==> config.mk <==
export PLATFORM = sky130hd
export DESIGN_NAME = decoder3_8_grant
export DESIGN_NICKNAME = d
export VERILOG_FILES = /design/src/rtl/decoder3_8_grant.sv
export SDC_FILE = /design/constraint.sdc
export NUM_CORES = 1
export LEC_CHECK = 0
export ABC_AREA = 1
export CELL_PAD_IN_SITES_DETAIL_PLACEMENT = 1
export CELL_PAD_IN_SITES_GLOBAL_PLACEMENT = 1
export CORE_MARGIN = 5
export CORE_UTILIZATION = 34
export DETAILED_ROUTE_END_ITERATION = 10
export HOLD_SLACK_MARGIN = 0.05
export PLACE_DENSITY_LB_ADDON = 0.1
export RECOVER_POWER = 50
export SYNTH_ARGS = -nofsm -noshare
export SYNTH_HDL_FRONTEND = slang
export SYNTH_SLANG_ARGS = --single-unit
==> constraint.sdc <==
create_clock -name clk -period 1.37 [get_ports clk]
set_clock_uncertainty 0.2 [all_clocks]
set_input_delay 0.274 -clock clk [delete_from_list [all_inputs] [get_ports clk]]
set_output_delay 0.274 -clock clk [all_outputs]
set_load 0.1 [all_outputs]
==> src/rtl/decoder3_8_grant.sv <==
// Registered 3-to-8 grant decoder fed by a priority encoder's code/valid pair.
// Holds a one-hot grant until ack, abort (EI low) or hold-timer expiry.
module decoder3_8_grant #(
    parameter int HOLD_MAX = 15,
    parameter int CNT_W    = 4
) (
    input  logic             clk,
    input  logic             rst_n,
    input  logic             EI,
    input  logic [2:0]       Y,
    input  logic             GS,
    input  logic             ack,
    output logic [7:0]       O,
    output logic             valid,
    output logic             timeout,
    output logic [2:0]       last_code,
    output logic [CNT_W-1:0] grant_cnt
);

    typedef enum logic [1:0] {
        IDLE  = 2'd0,
        GRANT = 2'd1,
        GAP   = 2'd2
    } state_t;

    localparam logic [7:0] TIMER_LAST = 8'(HOLD_MAX - 1);

    state_t           state_q, state_d;
    logic [7:0]       o_q, o_d;
    logic             timeout_q, timeout_d;
    logic [2:0]       last_code_q, last_code_d;
    logic [CNT_W-1:0] grant_cnt_q, grant_cnt_d;
    logic [7:0]       timer_q, timer_d;

    always_ff @(posedge clk or negedge rst_n) begin
        if (!rst_n) begin
            state_q     <= IDLE;
            o_q         <= 8'h00;
            timeout_q   <= 1'b0;
            last_code_q <= 3'd0;
            grant_cnt_q <= '0;
            timer_q     <= 8'd0;
        end else begin
            state_q     <= state_d;
            o_q         <= o_d;
            timeout_q   <= timeout_d;
            last_code_q <= last_code_d;
            grant_cnt_q <= grant_cnt_d;
            timer_q     <= timer_d;
        end
    end

    always_comb begin
        state_d     = state_q;
        o_d         = o_q;
        timeout_d   = 1'b0;
        last_code_d = last_code_q;
        grant_cnt_d = grant_cnt_q;
        timer_d     = timer_q;

        case (state_q)
            IDLE: begin
                o_d     = 8'h00;
                timer_d = 8'd0;
                if (EI && GS) begin
                    o_d         = 8'h01 << Y;
                    last_code_d = Y;
                    state_d     = GRANT;
                end
            end
            GRANT: begin
                // Abort beats ack, and ack beats timer expiry.
                if (!EI) begin
                    o_d     = 8'h00;
                    state_d = IDLE;
                end else if (ack) begin
                    o_d         = 8'h00;
                    grant_cnt_d = grant_cnt_q + CNT_W'(1);
                    state_d     = GAP;
                end else if (timer_q == TIMER_LAST) begin
                    o_d       = 8'h00;
                    timeout_d = 1'b1;
                    state_d   = GAP;
                end else begin
                    timer_d = timer_q + 8'd1;
                end
            end
            GAP: begin
                o_d     = 8'h00;
                timer_d = 8'd0;
                state_d = IDLE;
            end
            default: begin
                o_d     = 8'h00;
                timer_d = 8'd0;
                state_d = IDLE;
            end
        endcase
    end

    assign O         = o_q;
    assign valid     = (state_q == GRANT);
    assign timeout   = timeout_q;
    assign last_code = last_code_q;
    assign grant_cnt = grant_cnt_q;

endmodule

# Word-level counts from Yosys, hierarchy flattened
# Cells that the tools add are included.
[totals] ff_bits=26 latch_bits=0 ram_bits=0 rom_bits=0 inputBits=8 output_inout_bits=17 wordCells=40 n_memories=0
[classes] addsub=2 multipliers=0 div=0 magnitude_cmp=0 n_eq_ne=7 shifts=1 mux=18 n_bitwise=0 n_reduce_logical=6
[ops] op="$mux W8" n=8
[ops] op="$pmux W8 S2" n=1
[ops] op="$add A8 B1 Y8 const B" n=1
[ops] op="$eq A8 B4 Y1 const B" n=1
[ops] op="$mux W2" n=4
[ops] op="$ne A2 B2 Y1 const B" n=4
[ops] op="$shl A1 B3 Y8 const A" n=1
[ops] op="$reduce_and A3 Y1" n=2
[ops] op="$add A4 B1 Y4 const B" n=1
[ops] op="$mux W1" n=4
[ops] op="$ne A4 B3 Y1 const B" n=1
[ops] op="$pmux W2 S2" n=1
[ops] op="$reduce_and A2 Y1" n=2
[ops] op="$eq A2 B1 Y1 const B" n=1
[ops] op="$logic_not A2 Y1" n=1
[ops] op="$logic_and A1 B1 Y1" n=1

# Longest topological paths before layout
[depth] word_depth=5 mapped_depth=9

# Least setup slack after synthesis
# No wires, ideal clock.
[synth_timing] path_type="register -> register" from="register grant_cnt_q[0], in the netlist grant_cnt[0]" to="register grant_cnt_q[2], in the netlist grant_cnt[2]" setup_ps=158 t_arrival_ps=1400 path_slack_ps=-388 path_stages_with_launch=4 path_cell_list="dfrtp_1 > ha_1 > nand2_2 > xnor2_1"
[synth_between] elab_chain_len=1
[synth_lines] element="from (decl)" line_no="32" text="logic [CNT_W-1:0] grant_cnt_q, grant_cnt_d;"
[synth_lines] element="from (signal assigned)" line_no="48" text="grant_cnt_q <= grant_cnt_d;"
[synth_lines] element="$add A4 B1 Y4" line_no="78" text="grant_cnt_d = grant_cnt_q + CNT_W'(1);"
# No other way between the ends.
# A chain may end at the register's enable or synchronous reset.

# Worst setup path in the final report
[layout_timing] from="register state_q[1]" to="register grant_cnt_q[3], in the netlist grant_cnt[3]"
[layout_between] elab_chain_len=2
[layout_lines] element="from (decl)" line_no="28" text="state_t state_q, state_d;"
[layout_lines] element="from (signal assigned)" line_no="44" text="state_q <= state_d;"
[layout_lines] element="$eq A2 B1 Y1" line_no="61" text="case (state_q)"
[layout_lines] element="$reduce_and A3 Y1 (no line)"
# No other way between the ends.

==> flow_summary.ini <==
[detailed_routing]
drc = 0
vias_per_cell = 4.79
vias = 1260
wl_um = 4100
drt-initial-drc-count = 39
avgRoutedWirePerCell_um = 15.6
drt_first_pass_iters = 4
antenna_left = 0

[synth]
syn_inst = 160
yosysTopAreaCellShare_pct = 49.5
synthTopCellsByArea = dfrtp_1 (50%), nand2_1 (18%), nor2_1 (5.7%), nor2_4 (3.4%), ha_1 (2.9%)
syn-num-nets = 171
syn_avg_cell_area_um2 = 8.21
ys_types = 22
yosys_warnings = 0
ys_seq_elements = 26
syn-cell-area_mm2 = 0.00131
synth_top_area_cell = dfrtp_1
ys_seq_area_share_pct = 49.5

[critical_path]
path_class = flip-flop to flip-flop
critPathLaunchType = flip-flop
worstPathMaxFanout = 5
arrival_ns = 1.49
required_ns = 1.33
worstSetupEndpointType = flip-flop

[timing]
grt_setup_unrepaired = true
whs_ns = 0.267
slew_headroom_pct = 56.7
setup_viol = 23
finalMaxSlewViolations = 0
setup_slack_ns = -0.161
period_share_pct = 112
worstMarginPinSlew_ns = 0.650
timing.fmax_mhz = 653
finalCriticalPeriod_ns = 1.53
hold_viol_final = 0

[cts]
clk_pin_slew_ns = 0.10
cts_tree = done
clockRootBuffer = clkbuf_8
htree_levels = 1
cts.path.max_buffers = 2
clkLatencyLatePin_ns = 0.28
clock_sinks = 26
cts_hold_buffers = 0
numCtsBuffers = 3

[placed_design]
place_ws_ns = -0.487
portBuffers = 24
gp_congestion = 0.788
dp_hpwl_um = 2690

[layout]
nNetsFinal = 227
fill_cells = 422
multi_input_area_um2 = 746
area_delta_synth_final_pct = 68.1
seqCellArea_um2 = 671
drive_above_1_share_pct = 48.8
diodes = 0

[floorplan]
io_pins = 25
die_area_mm2 = 0.00521
initial_core_util_pct = 35.4
core.rowCount = 22
core-area_mm2 = 0.00372
die_w_um = 72.2
dieHeight_um = 72.2

[pwr]
power_switching_mw = 1.19
switching_share_pct = 42.5
vdd_drop_max_mv = 0.613
power_frac_comb_pct = 47.1
power_per_cell_area_mw_per_mm2 = 1270
intPower_mw = 1.61
p_leak_nw = 1.04
p_clk_share_pct = 18.3
seqPwrFrac_pct = 34.7

[grt]
use_met2_pct = 27.4
track_usage_pct = 16.0
busiest_layer = met2
grt_util_met1_pct = 20.4
grtUsageMet3_pct = 3.05
grt_pass1_vias = 1386
grt_pass1_wl_um = 6590
gr-total-overflow = 0
antenna_found_initial = 0
grt_max_degree = 27

[status]
outcome = finished, violations left
violations = setup timing

[job]
cap_violations = 0

[worst_hold_path]
hold_class = input port to flip-flop
[repair_timing]
item	CTS	global route
resized for setup	11	24
setup endpoints to repair	23	41
buffers inserted	7	4
hold endpoints to repair	0	0
cloned	1	0
pin swaps	17	13
[synth_stat cells]
library cell	number
nor3_1	1
nor2_1	20
o21ai_1	2
buf_2	1
o21ai_0	3
nand4_1	3
xnor2_1	2
inv_2	4
nor2_8	1
nand2_1	62
ha_1	3
inv_1	9
nor2_4	4
nand2_4	1
o21bai_1	1
nand2_2	3
buf_4	1
nor2_2	1
dfrtp_1	26
xor2_1	3
nand3_1	7
nand3_2	2
[metrics by stage]
stage	cells	utilization [%]	setup TNS, ns	total power [mW]	area [µm²]
after floorplan	160	-	-2.80	1.68	1340
after global placement	248	52.2	-8.25	2.17	1940
after detailed placement	248	52.2	-9.19	2.20	1940
after CTS	259	56.2	-3.03	2.77	2090
after global routing	263	59.4	-4.26	2.91	2210
final	263	59.4	-2.17	2.80	2210
[metal layers]
layer | vias to the layer above | share of wire [%] | wire length (µm)
met5 | - | 0 | 0
met2 | 18 | 55 | 2250
met4 | 0 | 1.0 | 41
li1 | 603 | - | -
met1 | 634 | 42 | 1700
met3 | 5 | 2.5 | 101
[power groups by stage]
stage / combinational (mW) / sequential [mW] / clock (mW)
2_1_floorplan: 0.180 / 1.50 / 0
3_3_place_gp: 1.19 / 0.986 / 0
3_5_place_dp: 1.20 / 0.994 / 0
4_1_cts: 1.29 / 0.965 / 0.517
5_1_grt: 1.37 / 0.982 / 0.551
6_report: 1.32 / 0.969 / 0.511
[critical path, stage by stage (launching register included)]
cell	delay, ns
dfrtp_2	0.45
nor2_8	0.15
buf_6	0.14
nand2_4	0.06
nor2_4	0.17
nand2_2	0.10
xnor2_2	0.15
[flip-flops by register name, indices dropped and copies added (netlist names)]
name,cells
timer_q,8
grant_cnt,4
timeout,1
state_q,2
last_code,3
O,8
[cell type report]
class	instances	share of cell area [%]
multi-input combinational	120	33.8
sequential	26	30.4
timing repair buffer	52	28.4
tap	48	2.72
clock buffer	4	2.49
inverter	13	2.21
[cell usage in the layout, fill, tap and decap left out, drive strengths merged]
cell and instances:
xnor2 2, dlygate4sd3 1, buf 44, o21ai 5
xor2 3, clkdlybuf4s50 5, o21bai 1, dfrtp 26
nand2 66, inv 13, dlymetal6s2s 1, nor2 27
nand4 3, nand3 9, ha 3, nor3 1
clkbuf 5
[path summary, 6_finish.rpt]
path | cells after the start | slack [ns] | end | startpoint
max in group asynchronous | 2 | 0.15 | last_code[1]$_DFFE_PN0P_ | rst_n
setup / recovery | 6 | -0.16 | grant_cnt[3]$_DFFE_PN0P_ | state_q[1]$_DFFE_PN0P_
hold reg to reg | 2 | 0.33 | O[3]$_DFFE_PN0P_ | O[3]$_DFFE_PN0P_
min in group asynchronous | 2 | 0.35 | timer_q[6]$_DFFE_PN0P_ | rst_n
setup reg to reg | 6 | -0.16 | grant_cnt[3]$_DFFE_PN0P_ | state_q[1]$_DFFE_PN0P_
hold / removal | 4 | 0.27 | timeout$_DFF_PN0_ | EI
[cells by family (layout without fill, tap and decap cells)]
family	after synthesis	count (layout)	share of synthesized area [%]
flip-flops	26	26	49.5
buffers and inverters	15	69	4.67
adder cells (fa/ha/maj)	3	3	2.86
AND/OR/NAND/NOR	105	106	37.1
XOR/XNOR	5	5	3.33
AO/OA/AOI/OAI	6	6	2.48
Note: power is estimated with default switching activity, not from simulation.
